[src/rtl/simplez_mem_arbiter_pkg.sv]
// Shared Simplez definitions: bus widths, access direction codes, arbiter
// state encoding and the peripheral address map.
package simplez_defs;

    localparam int ADDR_W  = 9;
    localparam int DATA_W  = 12;
    localparam int BURST_W = 4;

    localparam logic RW_READ  = 1'b1;
    localparam logic RW_WRITE = 1'b0;

    typedef enum logic [1:0] {
        IDLE = 2'd0,
        OWN0 = 2'd1,
        OWN1 = 2'd2
    } arb_state_t;

    // The top four words of the address space are memory-mapped I/O.
    localparam logic [ADDR_W-1:0] ADDR_PROG_BASE    = 9'h000;
    localparam logic [ADDR_W-1:0] ADDR_PROG_TOP     = 9'h1FB;
    localparam logic [ADDR_W-1:0] ADDR_DISP_STATUS  = 9'h1FC;
    localparam logic [ADDR_W-1:0] ADDR_DISP_DATA    = 9'h1FD;
    localparam logic [ADDR_W-1:0] ADDR_KBD_STATUS   = 9'h1FE;
    localparam logic [ADDR_W-1:0] ADDR_KBD_DATA     = 9'h1FF;

endpackage

[src/rtl/simplez_mem_arbiter_rr_pick.sv]
// Two-requester round-robin picker with a bounded burst (lock) mode for
// requester 1; grants are combinational, ownership history is registered.
module simplez_rr_pick
    import simplez_defs::*;
#(
    parameter int MAX_BURST = 4
) (
    input  logic clk,
    input  logic rstn,
    input  logic req0,
    input  logic req1,
    input  logic lock,
    output logic gnt0,
    output logic gnt1
);

    localparam logic [BURST_W-1:0] BURST_LIMIT = BURST_W'(MAX_BURST);

    arb_state_t         state;
    arb_state_t         state_next;
    logic               last_owner;
    logic               last_owner_next;
    logic [BURST_W-1:0] burst_cnt;
    logic [BURST_W-1:0] burst_cnt_next;
    logic               burst_ok;

    assign burst_ok = (state == OWN1) && lock && (burst_cnt < BURST_LIMIT);

    always_ff @(posedge clk) begin
        if (!rstn) begin
            state      <= IDLE;
            last_owner <= 1'b1;
            burst_cnt  <= '0;
        end else begin
            state      <= state_next;
            last_owner <= last_owner_next;
            burst_cnt  <= burst_cnt_next;
        end
    end

    // On a tie, a live burst keeps port 1; otherwise the port that did not
    // own the bus last wins. burst_cnt only advances while port 0 is waiting.
    always_comb begin
        gnt0            = 1'b0;
        gnt1            = 1'b0;
        state_next      = IDLE;
        last_owner_next = last_owner;
        burst_cnt_next  = burst_cnt;

        if (rstn) begin
            if (req0 && !req1) begin
                gnt0 = 1'b1;
            end else if (!req0 && req1) begin
                gnt1 = 1'b1;
            end else if (req0 && req1) begin
                if (burst_ok) begin
                    gnt1 = 1'b1;
                end else if (last_owner) begin
                    gnt0 = 1'b1;
                end else begin
                    gnt1 = 1'b1;
                end
            end
        end

        if (gnt0) begin
            state_next      = OWN0;
            last_owner_next = 1'b0;
        end else if (gnt1) begin
            state_next      = OWN1;
            last_owner_next = 1'b1;
        end

        if (gnt0 || !lock) begin
            burst_cnt_next = '0;
        end else if (gnt1 && req0 && (burst_cnt < BURST_LIMIT)) begin
            burst_cnt_next = burst_cnt + 1'b1;
        end
    end

endmodule

[src/rtl/simplez_mem_arbiter.sv]
// Shares the single-port Simplez RAM between the CPU (port 0) and the
// debug/program loader (port 1); read data returns one cycle after the grant.
module simplez_mem_arbiter
    import simplez_defs::*;
#(
    parameter int AW        = ADDR_W,
    parameter int DW        = DATA_W,
    parameter int MAX_BURST = 4,
    parameter int CNT_W     = 16
) (
    input  logic             clk,
    input  logic             rstn,
    input  logic             p0_req,
    input  logic             p0_rw,
    input  logic [AW-1:0]    p0_addr,
    input  logic [DW-1:0]    p0_wdata,
    output logic             p0_gnt,
    output logic             p0_rvalid,
    input  logic             p1_req,
    input  logic             p1_rw,
    input  logic [AW-1:0]    p1_addr,
    input  logic [DW-1:0]    p1_wdata,
    input  logic             p1_lock,
    output logic             p1_gnt,
    output logic             p1_rvalid,
    output logic [DW-1:0]    rdata,
    output logic             ram_cs,
    output logic             ram_rw,
    output logic [AW-1:0]    ram_addr,
    output logic [DW-1:0]    ram_din,
    input  logic [DW-1:0]    ram_dout,
    output logic [CNT_W-1:0] conflicts
);

    logic p0_rv_q;
    logic p1_rv_q;

    simplez_rr_pick #(
        .MAX_BURST(MAX_BURST)
    ) u_pick (
        .clk  (clk),
        .rstn (rstn),
        .req0 (p0_req),
        .req1 (p1_req),
        .lock (p1_lock),
        .gnt0 (p0_gnt),
        .gnt1 (p1_gnt)
    );

    // An idle bus parks on port 0's address/data with the RAM in read mode.
    always_comb begin
        ram_cs   = p0_gnt | p1_gnt;
        ram_rw   = RW_READ;
        ram_addr = p0_addr;
        ram_din  = p0_wdata;
        if (p1_gnt) begin
            ram_rw   = p1_rw;
            ram_addr = p1_addr;
            ram_din  = p1_wdata;
        end else if (p0_gnt) begin
            ram_rw = p0_rw;
        end
    end

    always_ff @(posedge clk) begin
        if (!rstn) begin
            p0_rv_q   <= 1'b0;
            p1_rv_q   <= 1'b0;
            conflicts <= '0;
        end else begin
            p0_rv_q <= p0_gnt & (p0_rw == RW_READ);
            p1_rv_q <= p1_gnt & (p1_rw == RW_READ);
            if (p0_req && p1_req && (conflicts != '1)) begin
                conflicts <= conflicts + 1'b1;
            end
        end
    end

    // A read in flight when reset arrives is dropped immediately, not one cycle later.
    assign p0_rvalid = p0_rv_q & rstn;
    assign p1_rvalid = p1_rv_q & rstn;
    assign rdata     = ram_dout;

endmodule

[config.mk]
export PLATFORM = sky130hd
export DESIGN_NAME = simplez_mem_arbiter
export DESIGN_NICKNAME = d
export VERILOG_FILES = /design/src/rtl/simplez_mem_arbiter_pkg.sv /design/src/rtl/simplez_mem_arbiter_rr_pick.sv /design/src/rtl/simplez_mem_arbiter.sv
export SDC_FILE = /design/constraint.sdc
export NUM_CORES = 1
export LEC_CHECK = 0
export CAP_MARGIN = 40
export CORE_UTILIZATION = 35
export CTS_CLUSTER_SIZE = 14
export DETAILED_ROUTE_END_ITERATION = 16
export PLACE_DENSITY = 0.85
export SLEW_MARGIN = 20
export SYNTH_ARGS = -nofsm -noshare
export SYNTH_HDL_FRONTEND = slang
export SYNTH_SLANG_ARGS = --single-unit
[constraint.sdc]
create_clock -name clk -period 2.1 [get_ports clk]
set_input_delay 0.315 -clock clk [delete_from_list [all_inputs] [get_ports clk]]
set_output_delay 0.315 -clock clk [all_outputs]
set_load 0.01 [all_outputs]
==> results of run 1 <==
## what timing repair did
item / 4_1_cts / 5_1_grt
resized for setup: 116 / 22
gates cloned: 1 / 0
setup buffers: 3 / 0
pin swaps: 2 / 3
endpoints found under the setup margin: 25 / 26
## synthesized netlist by cell type, drive strengths merged, types with 2 or more instances
master | instances | area share
and2 | 6 | 0.023
nand3b | 2 | 0.017
o221ai | 2 | 0.015
nor4 | 2 | 0.017
or3b | 2 | 0.011
o311ai | 2 | 0.020
mux2 | 21 | 0.15
nor2 | 10 | 0.023
or4 | 3 | 0.016
nor3 | 2 | 0.0062
o211ai | 2 | 0.0093
or3 | 9 | 0.035
o21ai | 12 | 0.037
and3 | 3 | 0.012
nand4 | 6 | 0.036
buf | 16 | 0.071
o31ai | 3 | 0.014
nand2 | 3 | 0.0070
ha | 2 | 0.015
inv | 10 | 0.023
nand3 | 9 | 0.031
clkbuf | 2 | 0.0046
a21oi | 12 | 0.037
dfxtp | 25 | 0.31
## state kept, by name, summed over array words and instances, names as in the netlist
register,flops
u_pick.burst_cnt,4
p0_rv_q,1
p1_rv_q,1
conflicts,16
u_pick.state,2
u_pick.last_owner,1
## metrics by stage
step,area (um^2),setup WS [ps],std cells
CTS,2655,-149.1,323
global placement,2574,-552.1,315
global route,2746,-157.8,322
floorplan,1618,317.0,178
detailed placement,2574,-553.0,315
finish,2746,-78.86,322
## area by class of cell
type,instances,area [um^2]
fill,349,1638
sequential,25,501.7
inverter,11,41.29
clock inverter,1,7.507
clock buffer,3,41.29
timing repair buffer,106,1052
multi-input combinational,124,1037
tap,52,65.06
## worst min-delay path, cell delays in order (launching register included)
cell and delay (ps):
dfxtp_1 370, inv_1 70, nor2_1 40
## cell families (layout without fill, tap and decap cells)
kind of cell / Yosys count / after routing
AO/OA/AOI/OAI: 40 / 40
XOR/XNOR: 1 / 1
adder cells (fa/ha/maj): 2 / 2
buffers and inverters: 29 / 121
flip-flops: 25 / 25
multiplexers: 22 / 22
AND/OR/NAND/NOR: 59 / 59
## per-layer routing
| layer | share of wire | routed length [um] | vias to the layer above | global-route usage |
|---|---|---|---|---|
| li1 | - | - | 831 | - |
| met1 | 0.41 | 1999 | 787 | 0.2427 |
| met2 | 0.53 | 2589 | 42 | 0.3494 |
| met3 | 0.049 | 240 | 9 | 0.04906 |
| met4 | 0.011 | 52 | 0 | 0.03556 |
| met5 | 0 | 0 | - | 0 |
## how the worst max path moves through the flow
stage                                      end  slack (ps)  depth (start not counted)                  startpoint
floorplan           conflicts[14]$_SDFFE_PN0P_         320                          5   conflicts[0]$_SDFFE_PN0P_
global placement                    ram_din[5]        -550                          7                     p1_lock
detailed placement                  ram_din[5]        -550                          7                     p1_lock
CTS                                 ram_din[7]        -150                          6  u_pick.state[0]$_SDFF_PN0_
global route                        ram_din[7]        -160                          6  u_pick.state[0]$_SDFF_PN0_
finish                              ram_din[7]         -80                          6  u_pick.state[0]$_SDFF_PN0_
## where the power goes
| group | internal [mW] | switching [mW] |
|---|---|---|
| Combinational | 0.225 | 0.122 |
| Clock | 0.135 | 0.163 |
| Sequential | 0.481 | 0.00587 |
| Total | 0.841 | 0.291 |
==> summary.md, run 1 <==
| Metric | Value |
|---|---|
| Outcome | `complete, but fails checks` |
| Failing checks | `setup timing` |
| Synth Warn # | `0` |
| Max-slew violation count | `0` |
| Critical R2R Capture | `conflicts[14]$_SDFFE_PN0P_` |
| Most frequent cells in the layout | `65 x clkdlybuf4s50_1, 24 x dfxtp_1, 19 x buf_6, 14 x mux2_4, 13 x buf_4` |
| Ports | `116` |
| Critical register-to-register path startpoint | `conflicts[0]$_SDFFE_PN0P_` |
| Largest net degree at the start of global routing | `17` |
| Compound-gate portion of the synthesized area | `0.1701` |
| Ratio of cells with drive above 1 in the final layout | `0.2704` |
| GR Util All Layers | `0.1973` |
| Clock Skew | `8.932 ps` |
| Bufs on Longest Clock Path | `2` |
| Slew at the pin with the worst max-slew slack | `300.2 ps` |
| Max Clock Freq | `459.0 MHz` |
| Relative slew slack | `0.7993` |
| Clock Sinks | `25` |
| Final setup violation count | `21` |
| Post-synth EDFFs | `0` |
| Placeable core region | `4384 um^2` |
| CTS tree | `built` |
| MaxCap Viol Count | `0` |
| Initial DRC Count | `104` |
| Syn nets | `241` |
| Critical Path Source Type | `flip-flop` |
| Hold_sp | `u_pick.burst_cnt[3]$_SDFFE_PP0P_` |
| Vias in the first global route | `1597` |
| Synth async-reset ratio | `0` |
| Setup crit end kind | `output port` |
| CTS H-tree lvls | `1` |
| Initial antenna violation count | `0` |
| Setup_tns | `-744.4 ps` |
| Final WS setup | `-78.86 ps` |
| Post-DR wirelength/cell | `15.16 um` |
| Mux cell area share after synthesis | `0.1524` |
| Die Y | `69.99 um` |
| Critical Path, Cell by Cell | `nand3b_4, o311ai_4, nand3_4, buf_12, mux2_1, clkbuf_2` |
| Starting density of the core | `0.3690` |
| Crit path buffers/inverters | `2` |
| Adder-Cell Fraction of Synth Area | `0.01547` |
| RePlAce Congestion | `0.8195` |
| Synth Register Bits | `25` |
| Worst Hold End | `u_pick.burst_cnt[3]$_SDFFE_PP0P_` |
| Period utilization | `1.038` |
| Cell Rows | `24` |
| Via density per instance | `5.183` |
| Final WL | `4882 um` |
| Sequential fraction of the synthesis area | `0.3094` |
| Synth unique cells | `46` |
| Most common flop cell mapped by yosys | `dfxtp_1` |
| Syn_area_per_cell | `9.089 um^2` |
| Worst skew pair latency | `280 ps` |
| CP required | `1780 ps` |
| Pwr/cell area | `412.2 nW/um^2` |
| Post-synthesis simple-gate area fraction | `0.2459` |
| Crit path max-delay family | `compound AO/OA/AOI/OAI gates` |
| Post-Synth XOR/XNOR Area | `0.005414` |
| Hold slack | `522.0 ps` |
| Worst Hold Depth | `2` |
| Clock Root Buffer | `clkbuf_8` |
| Hold-fix buffers, CTS | `0` |
| Clock transition at the registers of the reported paths | `80 ps` |
| Count of TritonRoute iterations in the first routing pass | `6` |
| Core Util, Final | `0.6264` |
| Cells after Synth | `178` |
| Worst path slowest cell | `o311ai_4` |
| IO Port Bufs | `91` |
| DRT antenna net count | `0` |
| R2R setup slack | `210 ps` |
| Global-route wire length before repair | `7748 um` |
| Total CTS buffers | `3` |
| Tot Pwr | `1.132 mW` |
| Synth-to-layout area growth | `69.76%` |
| Full die area | `4898 um^2` |
| Nets | `334` |
| Delay of the slowest critical-path stage | `330 ps` |
| N_diodes | `0` |
| P_leak | `1.165 nW` |
| Worst Hold Class | `flip-flop to flip-flop` |
| Overflow after GRT | `0` |
| Commonest non-fill, non-tap cell in the layout | `clkdlybuf4s50_1` |
| Post-DP HPWL | `3739 um` |
| CP Data Arrival Time | `1860 ps` |
| Post-detailed-route DRC marker count | `0` |
| Width of the chip | `69.99 um` |
| Main combinational cell family by area after synthesis | `simple AND/OR/NAND/NOR gates` |
| RSZ-0062 raised after global routing | `true` |
| Worst r2r path cells | `5` |
| Min Tclk post-route | `2179 ps` |
| Crit Path Category | `flip-flop to output port` |
| Synth Cell Area | `1618 um^2` |
| Worst-path fanout max | `13` |
| Via count | `1669` |
| Final Hold Viols | `0` |
| Worst VDD drop | `0.3511 mV` |
Note: power is estimated with default switching activity, not from simulation.
==> run 2, diff against run 1 <==
- PLACE_DENSITY: 0.85 -> 0.81
==> run 2 against run 1 <==
Compared with the run above: the flow still finishes with violations (setup timing); critical endpoint is now ram_addr[6]; sequential cell count unchanged; hold slack got worse by 11 ps; first-iteration DRC count decreased by 29%; count of clock-buffer cells in the layout unchanged; clock power decreased by 1%; sequential power about the same; clock skew decreased by 3.9 ps; die area unchanged; cell count decreased by 0.31%; critical path depth unchanged.
==> summary.md, run 2 (synthesis results as in run 1) <==
| Metric | Value |
|---|---|
| Outcome | `complete, but fails checks` |
| Failing checks | `setup timing` |
| Delay of the slowest critical-path stage | `320 ps` |
| Width of the chip | `69.99 um` |
| Worst-path fanout max | `13` |
| Die Y | `69.99 um` |
| Hold-fix buffers, CTS | `0` |
| Final WS setup | `-58.38 ps` |
| Final WL | `4556 um` |
| Worst Hold Depth | `2` |
| Crit Path Category | `flip-flop to output port` |
| Slew at the pin with the worst max-slew slack | `308.7 ps` |
| Clock Root Buffer | `clkbuf_8` |
| Largest regs | `conflicts x16, u_pick.burst_cnt x4, u_pick.state x2` |
| Critical Path, Cell by Cell | `nand3b_4, o311ai_4, nand3_4, buf_12, mux2_1, clkbuf_2` |
| Final non-filler cell total | `321` |
| MaxCap Viol Count | `0` |
| Global-route wire length before repair | `7617 um` |
| Ratio of cells with drive above 1 in the final layout | `0.2119` |
| Vias in the first global route | `1651` |
| Worst Hold Class | `flip-flop to flip-flop` |
| Fin area | `2550 um^2` |
| RSZ-0062 raised after global routing | `true` |
| WL met1 | `1799 um` |
| Cell Rows | `24` |
| CTS tree | `built` |
| Commonest non-fill, non-tap cell in the layout | `clkdlybuf4s50_1` |
| R2R setup slack | `150 ps` |
| Setup crit end kind | `output port` |
| IO Port Bufs | `91` |
| CP required | `1780 ps` |
| Critical register-to-register path startpoint | `conflicts[0]$_SDFFE_PN0P_` |
| Top routing layer used | `met4` |
| Initial DRC Count | `74` |
| N_diodes | `0` |
| Overflow after GRT | `0` |
| Critical Path Source Type | `flip-flop` |
| RePlAce Congestion | `0.7506` |
| Max-slew violation count | `0` |
| Via count | `1689` |
| Max Clock Freq | `463.3 MHz` |
| Initial antenna violation count | `0` |
| Met3 Wirelength | `224 um` |
| Total CTS buffers | `3` |
| Dpl cell area | `2566 um^2` |
| CTS H-tree lvls | `1` |
| Worst VDD drop | `0.2362 mV` |
| Ports | `116` |
| DR WL met2 | `2428 um` |
| Hold_sp | `u_pick.burst_cnt[3]$_SDFFE_PP0P_` |
| P_leak | `1.052 nW` |
| Post-DP HPWL | `3593 um` |
| Hold slack | `510.7 ps` |
| Worst Hold End | `u_pick.burst_cnt[3]$_SDFFE_PP0P_` |
| Worst skew pair latency | `270 ps` |
| Final Hold Viols | `0` |
| Post-detailed-route DRC marker count | `0` |
| CP Data Arrival Time | `1840 ps` |
| Post-DR wirelength/cell | `14.19 um` |
| Period utilization | `1.028` |
| Crit path buffers/inverters | `2` |
| Clock Sinks | `25` |
| Pwr/cell area | `414.1 nW/um^2` |
| Worst path slowest cell | `mux2_1` |
| Synth-to-layout area growth | `57.62%` |
| Placeable core region | `4384 um^2` |
| Final setup violation count | `19` |
| Min Tclk post-route | `2158 ps` |
| Relative slew slack | `0.7915` |
| Critical R2R Capture | `conflicts[14]$_SDFFE_PN0P_` |
| Most frequent cells in the layout | `64 x clkdlybuf4s50_1, 24 x dfxtp_1, 22 x buf_2, 16 x mux2_1` |
| Count of TritonRoute iterations in the first routing pass | `4` |
| GR Util All Layers | `0.1929` |
| Bufs on Longest Clock Path | `2` |
| Worst r2r path cells | `5` |
| Crit path max-delay family | `buffers and inverters` |
| DRT antenna net count | `0` |
| Largest net degree at the start of global routing | `17` |
| Via density per instance | `5.262` |
| Nets | `333` |
| Max FFs per register | `16` |
| Starting density of the core | `0.3690` |
| Clock Skew | `4.998 ps` |
| Biggest register | `conflicts` |
| Clock transition at the registers of the reported paths | `90 ps` |
| Full die area | `4898 um^2` |
| Placed Cells | `314` |
run 2: cell count changes in the layout (fill, tap and decap cells not counted), sizes merged:
cell	before	now
buf	37	36
dlygate4sd2	2	3
clkdlybuf4s50	65	64
clkinv	1	2
clkinvlp	1	0
run 2: power by group:
part	internal (mW)	total, mW	switching, mW
combinational	0.170	0.275	0.105
clock	0.133	0.294	0.161
sequential	0.481	0.487	0.00588
total	0.784	1.06	0.271
run 2: worst max path at each step:
stage	start	to	slack, ps	cells after the start
6_report	u_pick.state[0]$_SDFF_PN0_	ram_addr[6]	-60	6
5_1_grt	u_pick.state[0]$_SDFF_PN0_	ram_addr[6]	-150	6
4_1_cts	u_pick.state[0]$_SDFF_PN0_	ram_addr[6]	-140	6
3_5_place_dp	p1_lock	ram_addr[6]	-540	7
3_3_place_gp	p1_lock	ram_addr[7]	-510	7
2_1_floorplan	conflicts[0]$_SDFFE_PN0P_	conflicts[14]$_SDFFE_PN0P_	320	5
run 2: cell type report:
class	count	area, um^2
Fill cell	391	1834
Sequential cell	25	501.7
Clock inverter	1	5.005
Timing Repair Buffer	105	924.6
Multi-Input combinational cell	124	970.9
Inverter	11	41.29
Clock buffer	3	41.29
Tap cell	52	65.06
run 2: worst min-delay path: cells and delay by family, from the launching register on:
family | cells | cell delay (ps)
DFF | 1 | 370
and+or+nand+nor | 1 | 40
buffers and inverters | 1 | 70
run 2: timing repair:
action / 4_1_cts / 5_1_grt
endpoints found under the setup margin: 25 / 23
pin swaps: 2 / 3
gates resized for setup: 102 / 2
setup buffers: 2 / 1
cloned: 1 / 0
run 2: layer usage:
layer | track usage | up-vias
li1 | - | 829
met1 | 0.2199 | 801
met5 | 0 | -
met2 | 0.3483 | 44
met4 | 0.07333 | 0
met3 | 0.04185 | 15
run 2: per-stage QoR:
stage | setup slack (ps) | setup TNS [ps] | total power, mW | utilization
2_1_floorplan | 317.0 | 0 | 0.6200 | -
3_3_place_gp | -506.7 | -11550 | 0.7915 | 0.5853
3_5_place_dp | -544.8 | -12270 | 0.7970 | 0.5853
4_1_cts | -136.2 | -445.6 | 1.067 | 0.5839
5_1_grt | -147.5 | -2604 | 1.107 | 0.5816
6_report | -58.38 | -649.2 | 1.056 | 0.5816
==> run 3, diff against run 2 <==
- SETUP_SLACK_MARGIN: not set -> 0.2
- SYNTH_HIERARCHICAL: not set -> 1
==> run 3 against run 2 <==
Compared with the run above: the run still ends with setup timing left; setup slack got worse by 33 ps; register-to-register slack gained 140 ps; cell area is 19% higher; sequential cell count unchanged.
==> summary.md, run 3 <==
| Metric | Value |
|---|---|
| Post-synth EDFFs | `0` |
| Setup_tns | `-1033 ps` |
| Total CTS buffers | `3` |
| Syn nets | `239` |
| RePlAce Congestion | `0.8144` |
| IO Port Bufs | `91` |
| Top cells by area, synth | `dfxtp_1 31%, mux2_2 14%, buf_4 5.5%` |
| Period utilization | `1.044` |
| Met3 Wirelength | `164 um` |
| Commonest non-fill, non-tap cell in the layout | `clkdlybuf4s50_1` |
| N_diodes | `0` |
| Fillers | `323` |
| Sequential fraction of the synthesis area | `0.3060` |
| Post-synth top area share | `0.3060` |
| Initial antenna violation count | `0` |
| Overflow after GRT | `0` |
| Largest regs | `conflicts x16, u_pick/burst_cnt x4, u_pick/state x2` |
| Area of the multi-input gates | `1095 um^2` |
| Bufs on Longest Clock Path | `2` |
| Relative slew slack | `0.7468` |
| Cell with the most instances after synthesis | `dfxtp_1` |
| Width of the chip | `70.36 um` |
| Syn_area_per_cell | `9.292 um^2` |
| Synth top cells by count | `25 x dfxtp_1, 21 x mux2_2, 13 x a21oi_1, 12 x buf_4, 10 x inv_1` |
| Placeable core region | `4414 um^2` |
| Max Clock Freq | `456.3 MHz` |
| Fin area | `3024 um^2` |
| Final setup violation count | `17` |
| DR WL met2 | `2841 um` |
| MaxCap Viol Count | `0` |
| Dominant cell type by area after synthesis | `dfxtp_1` |
| CTS tree | `built` |
| Critical Path Source Type | `flip-flop` |
| GR Util All Layers | `0.2106` |
| Clock transition at the registers of the reported paths | `80 ps` |
| Worst skew pair latency | `270 ps` |
| Failing checks | `setup timing` |
| Min Tclk post-route | `2192 ps` |
| Count of TritonRoute iterations in the first routing pass | `4` |
| Worst-path fanout max | `7` |
| Full die area | `4950 um^2` |
| DRT antenna net count | `0` |
| Vias in the first global route | `1677` |
| CP Data Arrival Time | `1880 ps` |
| Synth Register Bits | `25` |
| Die Y | `70.36 um` |
| Final WL | `5320 um` |
| Post-DR wirelength/cell | `15.79 um` |
| WL met1 | `2277 um` |
| Biggest register | `conflicts` |
| Max-slew violation count | `0` |
| Largest net degree at the start of global routing | `15` |
| Clock Skew | `12.88 ps` |
| Hold-fix buffers, CTS | `0` |
| CP required | `1780 ps` |
| Initial DRC Count | `62` |
| Ports | `116` |
| Ratio of cells with drive above 1 in the final layout | `0.3719` |
| Tot Pwr | `1.187 mW` |
| Sequential cell area | `503.0 um^2` |
| Most common flop cell mapped by yosys | `dfxtp_1` |
| Cells after Synth | `176` |
| Final Hold Viols | `0` |
| Setup crit end kind | `output port` |
| Clock Root Buffer | `clkbuf_8` |
| Max FFs per register | `16` |
| Critical Path, Cell by Cell | `nand3b_4, o31ai_4, o211a_4, buf_12, buf_16, mux2_4, buf_6` |
| Via density per instance | `5.030` |
| Outcome | `complete, but fails checks` |
| Via count | `1695` |
| Post-DP HPWL | `3892 um` |
| Starting density of the core | `0.3705` |
| Pwr/cell area | `392.4 nW/um^2` |
| Worst Hold Class | `input port to flip-flop` |
| Crit Path Category | `flip-flop to output port` |
| Top routing layer used | `met4` |
| Worst path slowest cell | `dfxtp_2` |
| Dpl cell area | `2693 um^2` |
| Synth Warn # | `6` |
| P_leak | `1.248 nW` |
| Synth unique cells | `43` |
| Clock Sinks | `25` |
| Hold slack | `459.5 ps` |
| Global-route wire length before repair | `8224 um` |
| Cell Rows | `24` |
| Synth Cell Area | `1635 um^2` |
| CTS H-tree lvls | `1` |
| Most frequent cells in the layout | `61 x clkdlybuf4s50_1, 31 x buf_6, 23 x dfxtp_1, 20 x mux2_4, 20 x buf_4` |
| Nets | `349` |
| Synth-to-layout area growth | `84.93%` |
| Worst VDD drop | `0.3617 mV` |
| Delay of the slowest critical-path stage | `320 ps` |
| Slew at the pin with the worst max-slew slack | `379.4 ps` |
| RSZ-0062 raised after global routing | `true` |
| Synth async-reset ratio | `0` |
| Final WS setup | `-91.50 ps` |
| Post-detailed-route DRC marker count | `0` |
| Place WS | `-693.0 ps` |
==> run 3: cell count changes after synthesis, moves of 3 or more <==
cell | before | now
nand3_1 | 8 | 5
o21ai_0 | 8 | 4
or2_2 | 0 | 3
o31ai_1 | 3 | 6
and2_1 | 6 | 3
mux2i_1 | 1 | 4
or3_1 | 9 | 4
o21ai_1 | 4 | 0
nand2_1 | 3 | 8
nand2b_1 | 0 | 3
mux2_2 | 5 | 21
mux2_1 | 16 | 0
==> run 3: final cells by class <==
cell class / instances / share of cell area
Clock buffer: 3 / 0.01365
Sequential cell: 25 / 0.1663
Timing Repair Buffer: 123 / 0.4224
Multi-Input combinational cell: 123 / 0.3620
Inverter: 10 / 0.01241
Tap cell: 52 / 0.02151
Clock inverter: 1 / 0.001655
==> run 3: worst max-delay path, delay by kind of cell, from the launching register on <==
kind	cells	cell delay, ps
compound gates	2	460
buf+inv	3	360
simple gates	1	150
mux	1	310
flops	1	320
==> run 3: logic make-up (layout without fill, tap and decap cells) <==
logic type / after synthesis / after routing / share of synthesized area
DFF: 25 / 25 / 0.3060
AOI/OAI and AO/OA: 34 / 34 / 0.1599
xor gates and xnor gates: 2 / 2 / 0.01071
and+or+nand+nor: 60 / 60 / 0.2349
muxes: 25 / 25 / 0.1691
buffers and inverters: 28 / 137 / 0.1041
adders and majority gates: 2 / 2 / 0.01530
==> run 3: final timing paths <==
check | from | slack, ps | end | cells after the start
worst max register to register | conflicts[0]$_SDFFE_PN0P_ | 290 | conflicts[13]$_SDFFE_PN0P_ | 7
worst min register to register | u_pick/burst_cnt[3]$_SDFFE_PP0P_ | 500 | u_pick/burst_cnt[3]$_SDFFE_PP0P_ | 2
worst max-delay path | u_pick/state[0]$_SDFF_PN0_ | -90 | ram_din[8] | 7
worst min-delay path | p1_req | 460 | u_pick/state[0]$_SDFF_PN0_ | 3
==> run 3: repair_timing <==
| item | 4_1_cts | 5_1_grt |
|---|---|---|
| setup endpoints to repair | 27 | 35 |
| buffers inserted | 6 | 7 |
| gates resized for setup | 142 | 11 |
| pin swaps | 2 | 3 |
| cloned | 2 | 0 |
| endpoints found under the hold margin | 0 | 0 |
==> run 3: per-layer routing <==
| layer | vias up | global-route usage |
|---|---|---|
| li1 | 853 | - |
| met1 | 797 | 0.2632 |
| met2 | 39 | 0.3767 |
| met3 | 6 | 0.04040 |
| met4 | 0 | 0.03333 |
| met5 | - | 0 |
==> run 3: where the power goes <==
part	switching [mW]	internal, mW
combinational	0.138	0.273
clock	0.155	0.133
sequential	0.00657	0.482
total	0.300	0.887
==> run 3: per-stage QoR <==
| step | instances | util |
|---|---|---|
| final | 337 | 0.6851 |
| after global routing | 337 | 0.6851 |
| after CTS | 330 | 0.6635 |
| after detailed placement | 318 | 0.6100 |
| after global placement | 318 | 0.6100 |
| after floorplan | 176 | - |
